$ cat src/rtl/led_flow_pkg.sv
// -----------------------------------------------------------------------------
// led_flow_pkg
// Shared types and constants for the flow-LED run-time controller:
//   - mode encodings and their start patterns
//   - ping-pong direction encoding
//   - field widths for mode and speed
// -----------------------------------------------------------------------------
package led_flow_pkg;

  localparam int MODE_W  = 2;
  localparam int SPEED_W = 2;

  typedef enum logic [MODE_W-1:0] {
    MODE_SHIFT_L   = 2'd0,
    MODE_SHIFT_R   = 2'd1,
    MODE_PING_PONG = 2'd2,
    MODE_BLINK     = 2'd3
  } mode_e;

  typedef enum logic {
    DIR_LEFT  = 1'b0,
    DIR_RIGHT = 1'b1
  } dir_e;

  localparam logic [7:0] PAT_SHIFT_L   = 8'h01;
  localparam logic [7:0] PAT_SHIFT_R   = 8'h80;
  localparam logic [7:0] PAT_PING_PONG = 8'h01;
  localparam logic [7:0] PAT_BLINK     = 8'hFF;

  // Pattern loaded into the LEDs when a mode is entered.
  function automatic logic [7:0] start_pattern(input mode_e m);
    logic [7:0] pat;
    case (m)
      MODE_SHIFT_L:   pat = PAT_SHIFT_L;
      MODE_SHIFT_R:   pat = PAT_SHIFT_R;
      MODE_PING_PONG: pat = PAT_PING_PONG;
      MODE_BLINK:     pat = PAT_BLINK;
      default:        pat = PAT_SHIFT_L;
    endcase
    return pat;
  endfunction

endpackage

$ cat src/rtl/key_debounce.sv
// -----------------------------------------------------------------------------
// key_debounce
// Brings one raw active-low key into the clock domain and debounces it. A new
// level is accepted only after the synchronised input has disagreed with the
// accepted level for DEBOUNCE_MAX consecutive cycles; any agreeing sample
// restarts the count. An accepted released->pressed change gives a one-cycle
// press pulse (no auto-repeat).
// Ports:
//   clk_i    in   clock
//   rst_ni   in   synchronous active-low reset
//   key_n_i  in   raw key, active-low, asynchronous
//   press_o  out  registered one-cycle press pulse
// -----------------------------------------------------------------------------
module key_debounce #(
  parameter logic [19:0] DEBOUNCE_MAX = 20'd1_000_000
) (
  input  logic clk_i,
  input  logic rst_ni,
  input  logic key_n_i,
  output logic press_o
);

  logic        sync1_q;
  logic        sync2_q;
  logic        level_q, level_d;
  logic [19:0] cnt_q,   cnt_d;
  logic        press_q, press_d;

  // Debounce counter and level acceptance.
  always_comb begin
    cnt_d   = 20'd0;
    level_d = level_q;
    press_d = 1'b0;
    if (sync2_q != level_q) begin
      if (cnt_q == DEBOUNCE_MAX - 20'd1) begin
        // This is the DEBOUNCE_MAX-th disagreeing sample: accept it.
        level_d = sync2_q;
        press_d = ~sync2_q;
        cnt_d   = 20'd0;
      end else begin
        cnt_d   = cnt_q + 20'd1;
      end
    end else begin
      cnt_d = 20'd0;
    end
  end

  // Synchroniser and debounce state; idle state is "released".
  always_ff @(posedge clk_i) begin
    if (!rst_ni) begin
      sync1_q <= 1'b1;
      sync2_q <= 1'b1;
      level_q <= 1'b1;
      cnt_q   <= 20'd0;
      press_q <= 1'b0;
    end else begin
      sync1_q <= key_n_i;
      sync2_q <= sync1_q;
      level_q <= level_d;
      cnt_q   <= cnt_d;
      press_q <= press_d;
    end
  end

  assign press_o = press_q;

endmodule

$ cat src/rtl/led_flow_ctrl.sv
// -----------------------------------------------------------------------------
// led_flow_ctrl
// Run-time controller for the 8-bit flow LEDs: step-period counter, four LED
// patterns (shift left, shift right, ping-pong, blink), and mode / speed /
// pause keys through per-key debouncers.
// Ports:
//   sys_clk      in   system clock
//   sys_rst_n    in   synchronous active-low reset
//   key_mode_n   in   raw mode key (active-low)
//   key_speed_n  in   raw speed key (active-low)
//   key_pause_n  in   raw pause key (active-low)
//   led_out      out  LED pattern
//   mode         out  current mode
//   speed        out  current speed level (period = CNT_MAX >> speed)
//   paused       out  stepping frozen
//   tick         out  one-cycle pulse, high with each new pattern
// -----------------------------------------------------------------------------
module led_flow_ctrl
  import led_flow_pkg::*;
#(
  parameter logic [23:0] CNT_MAX      = 24'd1000_0000,
  parameter logic [19:0] DEBOUNCE_MAX = 20'd1_000_000
) (
  input  logic               sys_clk,
  input  logic               sys_rst_n,
  input  logic               key_mode_n,
  input  logic               key_speed_n,
  input  logic               key_pause_n,
  output logic [7:0]         led_out,
  output logic [MODE_W-1:0]  mode,
  output logic [SPEED_W-1:0] speed,
  output logic               paused,
  output logic               tick
);

  logic               press_mode_s, press_speed_s, press_pause_s;
  logic               any_press_s, step_s;
  logic [23:0]        period_s;

  logic [23:0]        cnt_q,    cnt_d;
  mode_e              mode_q,   mode_d;
  logic [SPEED_W-1:0] speed_q,  speed_d;
  logic               paused_q, paused_d;
  dir_e               dir_q,    dir_d;
  logic [7:0]         led_q,    led_d;
  logic               tick_q,   tick_d;

  key_debounce #(.DEBOUNCE_MAX(DEBOUNCE_MAX)) u_key_mode (
    .clk_i(sys_clk), .rst_ni(sys_rst_n), .key_n_i(key_mode_n),  .press_o(press_mode_s)
  );
  key_debounce #(.DEBOUNCE_MAX(DEBOUNCE_MAX)) u_key_speed (
    .clk_i(sys_clk), .rst_ni(sys_rst_n), .key_n_i(key_speed_n), .press_o(press_speed_s)
  );
  key_debounce #(.DEBOUNCE_MAX(DEBOUNCE_MAX)) u_key_pause (
    .clk_i(sys_clk), .rst_ni(sys_rst_n), .key_n_i(key_pause_n), .press_o(press_pause_s)
  );

  assign period_s    = CNT_MAX >> speed_q;
  assign any_press_s = press_mode_s | press_speed_s | press_pause_s;
  // A press restarts the period, so it also swallows a step due this cycle.
  assign step_s      = !paused_q && !any_press_s && (cnt_q == period_s);

  // State register.
  always_ff @(posedge sys_clk) begin
    if (!sys_rst_n) begin
      cnt_q    <= 24'd0;
      mode_q   <= MODE_SHIFT_L;
      speed_q  <= 2'd0;
      paused_q <= 1'b0;
      dir_q    <= DIR_LEFT;
      led_q    <= 8'h01;
      tick_q   <= 1'b0;
    end else begin
      cnt_q    <= cnt_d;
      mode_q   <= mode_d;
      speed_q  <= speed_d;
      paused_q <= paused_d;
      dir_q    <= dir_d;
      led_q    <= led_d;
      tick_q   <= tick_d;
    end
  end

  // Next state: counter, mode/speed/pause, ping-pong direction.
  always_comb begin
    mode_d   = press_mode_s  ? mode_e'(mode_q + 2'd1) : mode_q;
    speed_d  = press_speed_s ? speed_q + 2'd1 : speed_q;
    paused_d = paused_q ^ press_pause_s;

    if (any_press_s) begin
      cnt_d = 24'd0;
    end else if (paused_q) begin
      cnt_d = cnt_q;
    end else if (cnt_q == period_s) begin
      cnt_d = 24'd0;
    end else begin
      cnt_d = cnt_q + 24'd1;
    end

    if (press_mode_s) begin
      dir_d = DIR_LEFT;
    end else if (step_s && mode_q == MODE_PING_PONG) begin
      if (dir_q == DIR_LEFT && led_q == 8'h80) begin
        dir_d = DIR_RIGHT;
      end else if (dir_q == DIR_RIGHT && led_q == 8'h01) begin
        dir_d = DIR_LEFT;
      end else begin
        dir_d = dir_q;
      end
    end else begin
      dir_d = dir_q;
    end
  end

  // Outputs: pattern for the next cycle and the tick that marks it.
  always_comb begin
    tick_d = step_s;
    if (press_mode_s) begin
      // Load uses the incremented mode so simultaneous presses stay coherent.
      led_d = start_pattern(mode_d);
    end else if (step_s) begin
      case (mode_q)
        MODE_SHIFT_L:   led_d = {led_q[6:0], led_q[7]};
        MODE_SHIFT_R:   led_d = {led_q[0], led_q[7:1]};
        MODE_PING_PONG: begin
          if (dir_q == DIR_LEFT) begin
            led_d = (led_q == 8'h80) ? 8'h40 : {led_q[6:0], 1'b0};
          end else begin
            led_d = (led_q == 8'h01) ? 8'h02 : {1'b0, led_q[7:1]};
          end
        end
        MODE_BLINK:     led_d = ~led_q;
        default:        led_d = led_q;
      endcase
    end else begin
      led_d = led_q;
    end
  end

  assign led_out = led_q;
  assign mode    = mode_q;
  assign speed   = speed_q;
  assign paused  = paused_q;
  assign tick    = tick_q;

endmodule

$ cat config.mk
export PLATFORM = sky130hd
export DESIGN_NAME = led_flow_ctrl
export DESIGN_NICKNAME = d
export VERILOG_FILES = /design/src/rtl/led_flow_pkg.sv /design/src/rtl/key_debounce.sv /design/src/rtl/led_flow_ctrl.sv
export SDC_FILE = /design/constraint.sdc
export NUM_CORES = 1
export LEC_CHECK = 0
export CELL_PAD_IN_SITES_DETAIL_PLACEMENT = 0
export CELL_PAD_IN_SITES_GLOBAL_PLACEMENT = 1
export CORE_UTILIZATION = 35
export DETAILED_ROUTE_END_ITERATION = 12
export GPL_ROUTABILITY_DRIVEN = 0
export PLACE_DENSITY_LB_ADDON = 0.1
export SKIP_CTS_REPAIR_TIMING = 1
export SLEW_MARGIN = 10
export SYNTH_ARGS = -nofsm -noshare
export SYNTH_HDL_FRONTEND = slang
export SYNTH_SLANG_ARGS = --single-unit
$ cat constraint.sdc
create_clock -name sys_clk -period 6.65 [get_ports sys_clk]
set_clock_uncertainty 0.1 [all_clocks]
set_input_delay 1.995 -clock sys_clk [delete_from_list [all_inputs] [get_ports sys_clk]]
set_output_delay 1.995 -clock sys_clk [all_outputs]
set_load 0.02 [all_outputs]
==> flow_summary.ini <==
[cells_and_area]
register_area_sq_mm = 0.00222
drive_above_1_share_pct = 4.95
area_growth_pct = 12.0
fin_nets = 639
final_common_cell = dfxtp_1
layout_common_cells = dfxtp_1, nor2_1, xnor2_1
multi_input_area_sq_mm = 0.00290
fillers = 1465
insertedDiodeCount = 0
final_area_sq_mm = 0.00599

[clock_network]
cts_tree = done
h-tree-depth = 3
root_buffer = clkbuf_16
cts_max_path_buffers = 2
cts.clk_slew.worst_paths_ps = 70
cts_buffers = 9
clkLatencyLatePin_ps = 350
clock_sinks = 111

[power]
seq_power_share_pct = 51.8
switching_share_pct = 20.7
switchingPower_uw = 269
ir_drop_mv = 0.136
power.internal_mw = 1.03
leakagePower_nw = 1.94
combPwrFrac_pct = 1.7
power_mw = 1.30
clockPowerShare_pct = 46.5
power.density_mw_per_mm2 = 216

[yosys]
syn-cell-area_sq_mm = 0.00535
syn_avg_cell_area_sq_um = 8.74
synth.distinct_cells = 50
ys_async_sr_fraction_pct = 0
netlist_instances = 612
synth_nets = 630
ys_seq_area_share_pct = 41.6
synth_edf_count = 0
yosysWarnings = 0
ys_seq_elements = 111
synth-main-ff-cell = dfxtp_1

[detailed_routing]
drt-pass1-iter-count = 8
route.vias.total = 4111
wl_mm = 11.1
drc = 2
drt_iter0_markers = 183
vias_per_cell = 5.08
detail-route-antenna-nets = 0
wl_per_cell_um = 13.8

[setup_path]
crit_fanout = 27
criticalPathCategory = in2reg
cp.arrival_ps = 4180
crit_path_start_kind = input port
cp_cell_sequence = clkdlybuf4s50_1 > buf_4 > clkinv_1 > or3_1 > nor3_1
critPathCaptureType = register
worstSetupStartpoint = sys_rst_n
r2r_start = speed[0]
critPathMaxStageDelay_ps = 820
critPathSlowestCell = or3_1
crit_required_ps = 6820

[global_routing]
antenna_found_initial = 0
grt_pass1_vias = 3938
grt_pass1_wl_mm = 19.3
grtUsageTotal_pct = 15.2
grt.overflow.total = 0
grt_max_degree = 28

[placement]
dp_hpwl_mm = 7.63
placedInstanceArea_sq_mm = 0.00566
portBuffers = 18
dpl_worst_slack_ps = 2250

[hold_path]
min_from = u_key_speed.sync1_q
hold_class = reg2reg

[sta]
worst_pin_slew_ps = 968
finalHoldViolations = 0
period_needed_ps = 4010
fin_setup_tns_ps = 0
rsz0062_at_grt = no
fin_crit_sh_pct = 60.3
setup_slack_ps = 2640
maxSlewViolCount = 0
setup_viol = 0
max_freq_mhz = 250
max_slew_margin_pct = 35.3

[flow_run]
maxCapViolCount = 0

[die]
initial_core_util_pct = 36.4
die_h_um = 126
fp-row-count = 44
die_x_um = 126
core_sq_mm = 0.0147
dieArea_sq_mm = 0.0158
io_pins = 19

[run_status]
violations = design-rule violations
outcome = finished, violations left
[cell families after synthesis]
family	Yosys count	share of synthesized area [%]
AO/OA/AOI/OAI	44	5.87
XOR/XNOR	87	14.2
adder cells (fa/ha/maj)	13	3.04
buffers and inverters	52	4.16
flip-flops	111	41.6
multiplexers	10	1.87
AND/OR/NAND/NOR	295	29.2
[power groups by stage]
| stage | combinational, mW | clock, mW | sequential [mW] |
|---|---|---|---|
| 2_1_floorplan | 0.0167 | 0 | 0.686 |
| 3_3_place_gp | 0.0223 | 0 | 0.687 |
| 3_5_place_dp | 0.0228 | 0 | 0.686 |
| 4_1_cts | 0.0230 | 0.626 | 0.671 |
| 5_1_grt | 0.0258 | 0.652 | 0.672 |
| 6_report | 0.0224 | 0.603 | 0.671 |
[per-stage QoR]
stage | hold WS, ps | utilization (%) | instances
3_5_place_dp | 292 | 38.5 | 794
5_1_grt | 334 | 40.8 | 810
3_3_place_gp | 293 | 38.5 | 794
2_1_floorplan | 286 | - | 612
4_1_cts | 316 | 40.8 | 810
6_report | 310 | 40.8 | 810
[synth_stat cells (7+ instances only)]
master | number | share of area (%)
dfxtp_1 | 111 | 42
nor2_1 | 82 | 5.8
xnor2_1 | 50 | 8.2
nor3_1 | 42 | 3.9
nand2_1 | 41 | 2.9
nand3_1 | 37 | 3.5
xor2_1 | 37 | 6.1
inv_1 | 30 | 2.1
nand4_1 | 15 | 1.8
clkbuf_1 | 13 | 0.91
ha_1 | 13 | 3.0
mux2i_1 | 10 | 1.9
nor2b_1 | 9 | 1.1
nor4_1 | 9 | 1.1
o21ai_0 | 9 | 0.84
and3_1 | 8 | 0.94
nand2b_1 | 7 | 0.82
nor3b_1 | 7 | 0.98
[state kept, by name (all words and copies together) (netlist names)]
register and count:
u_key_pause.level_q 1, u_key_mode.sync1_q 1, u_key_mode.press_o 1, u_key_speed.level_q 1, speed 2, u_key_speed.sync1_q 1
cnt_q 24, u_key_speed.sync2_q 1, dir_q 1, u_key_speed.cnt_q 20, u_key_speed.press_o 1, tick 1
u_key_pause.cnt_q 20, u_key_pause.sync1_q 1, led_out 8, u_key_pause.press_o 1, paused 1, u_key_mode.sync2_q 1
mode 2, u_key_mode.level_q 1, u_key_mode.cnt_q 20, u_key_pause.sync2_q 1
[worst max-delay path: cells and delay by family]
family | cells | cell delay, ps
buffers and inverters | 3 | 1030
AND/OR/NAND/NOR | 2 | 1140
[layer usage]
metal,track usage [%],routed length (um),vias up
met5,0,0,-
met2,24.2,4870,41
li1,-,-,2125
met3,4.72,446,10
met1,19.5,5710,1935
met4,4.73,126,0
[layout make-up]
type | count | share of cell area, %
clock buffers | 11 | 4.22
clock inverters | 5 | 1.32
inverters | 31 | 1.94
multi-input cells | 449 | 48.5
flip-flops and latches | 111 | 37.1
well taps | 184 | 3.84
repair buffers | 19 | 3.13
[worst paths after layout]
| kind | cells past startpoint | slack [ps] | end |
|---|---|---|---|
| setup reg to reg | 7 | 3580 | cnt_q[20] |
| setup / recovery | 5 | 2640 | cnt_q[20] |
| hold reg to reg | 1 | 310 | u_key_speed.sync2_q |
| hold / removal | 1 | 310 | u_key_speed.sync2_q |
Power figures use the tool's default switching activity.
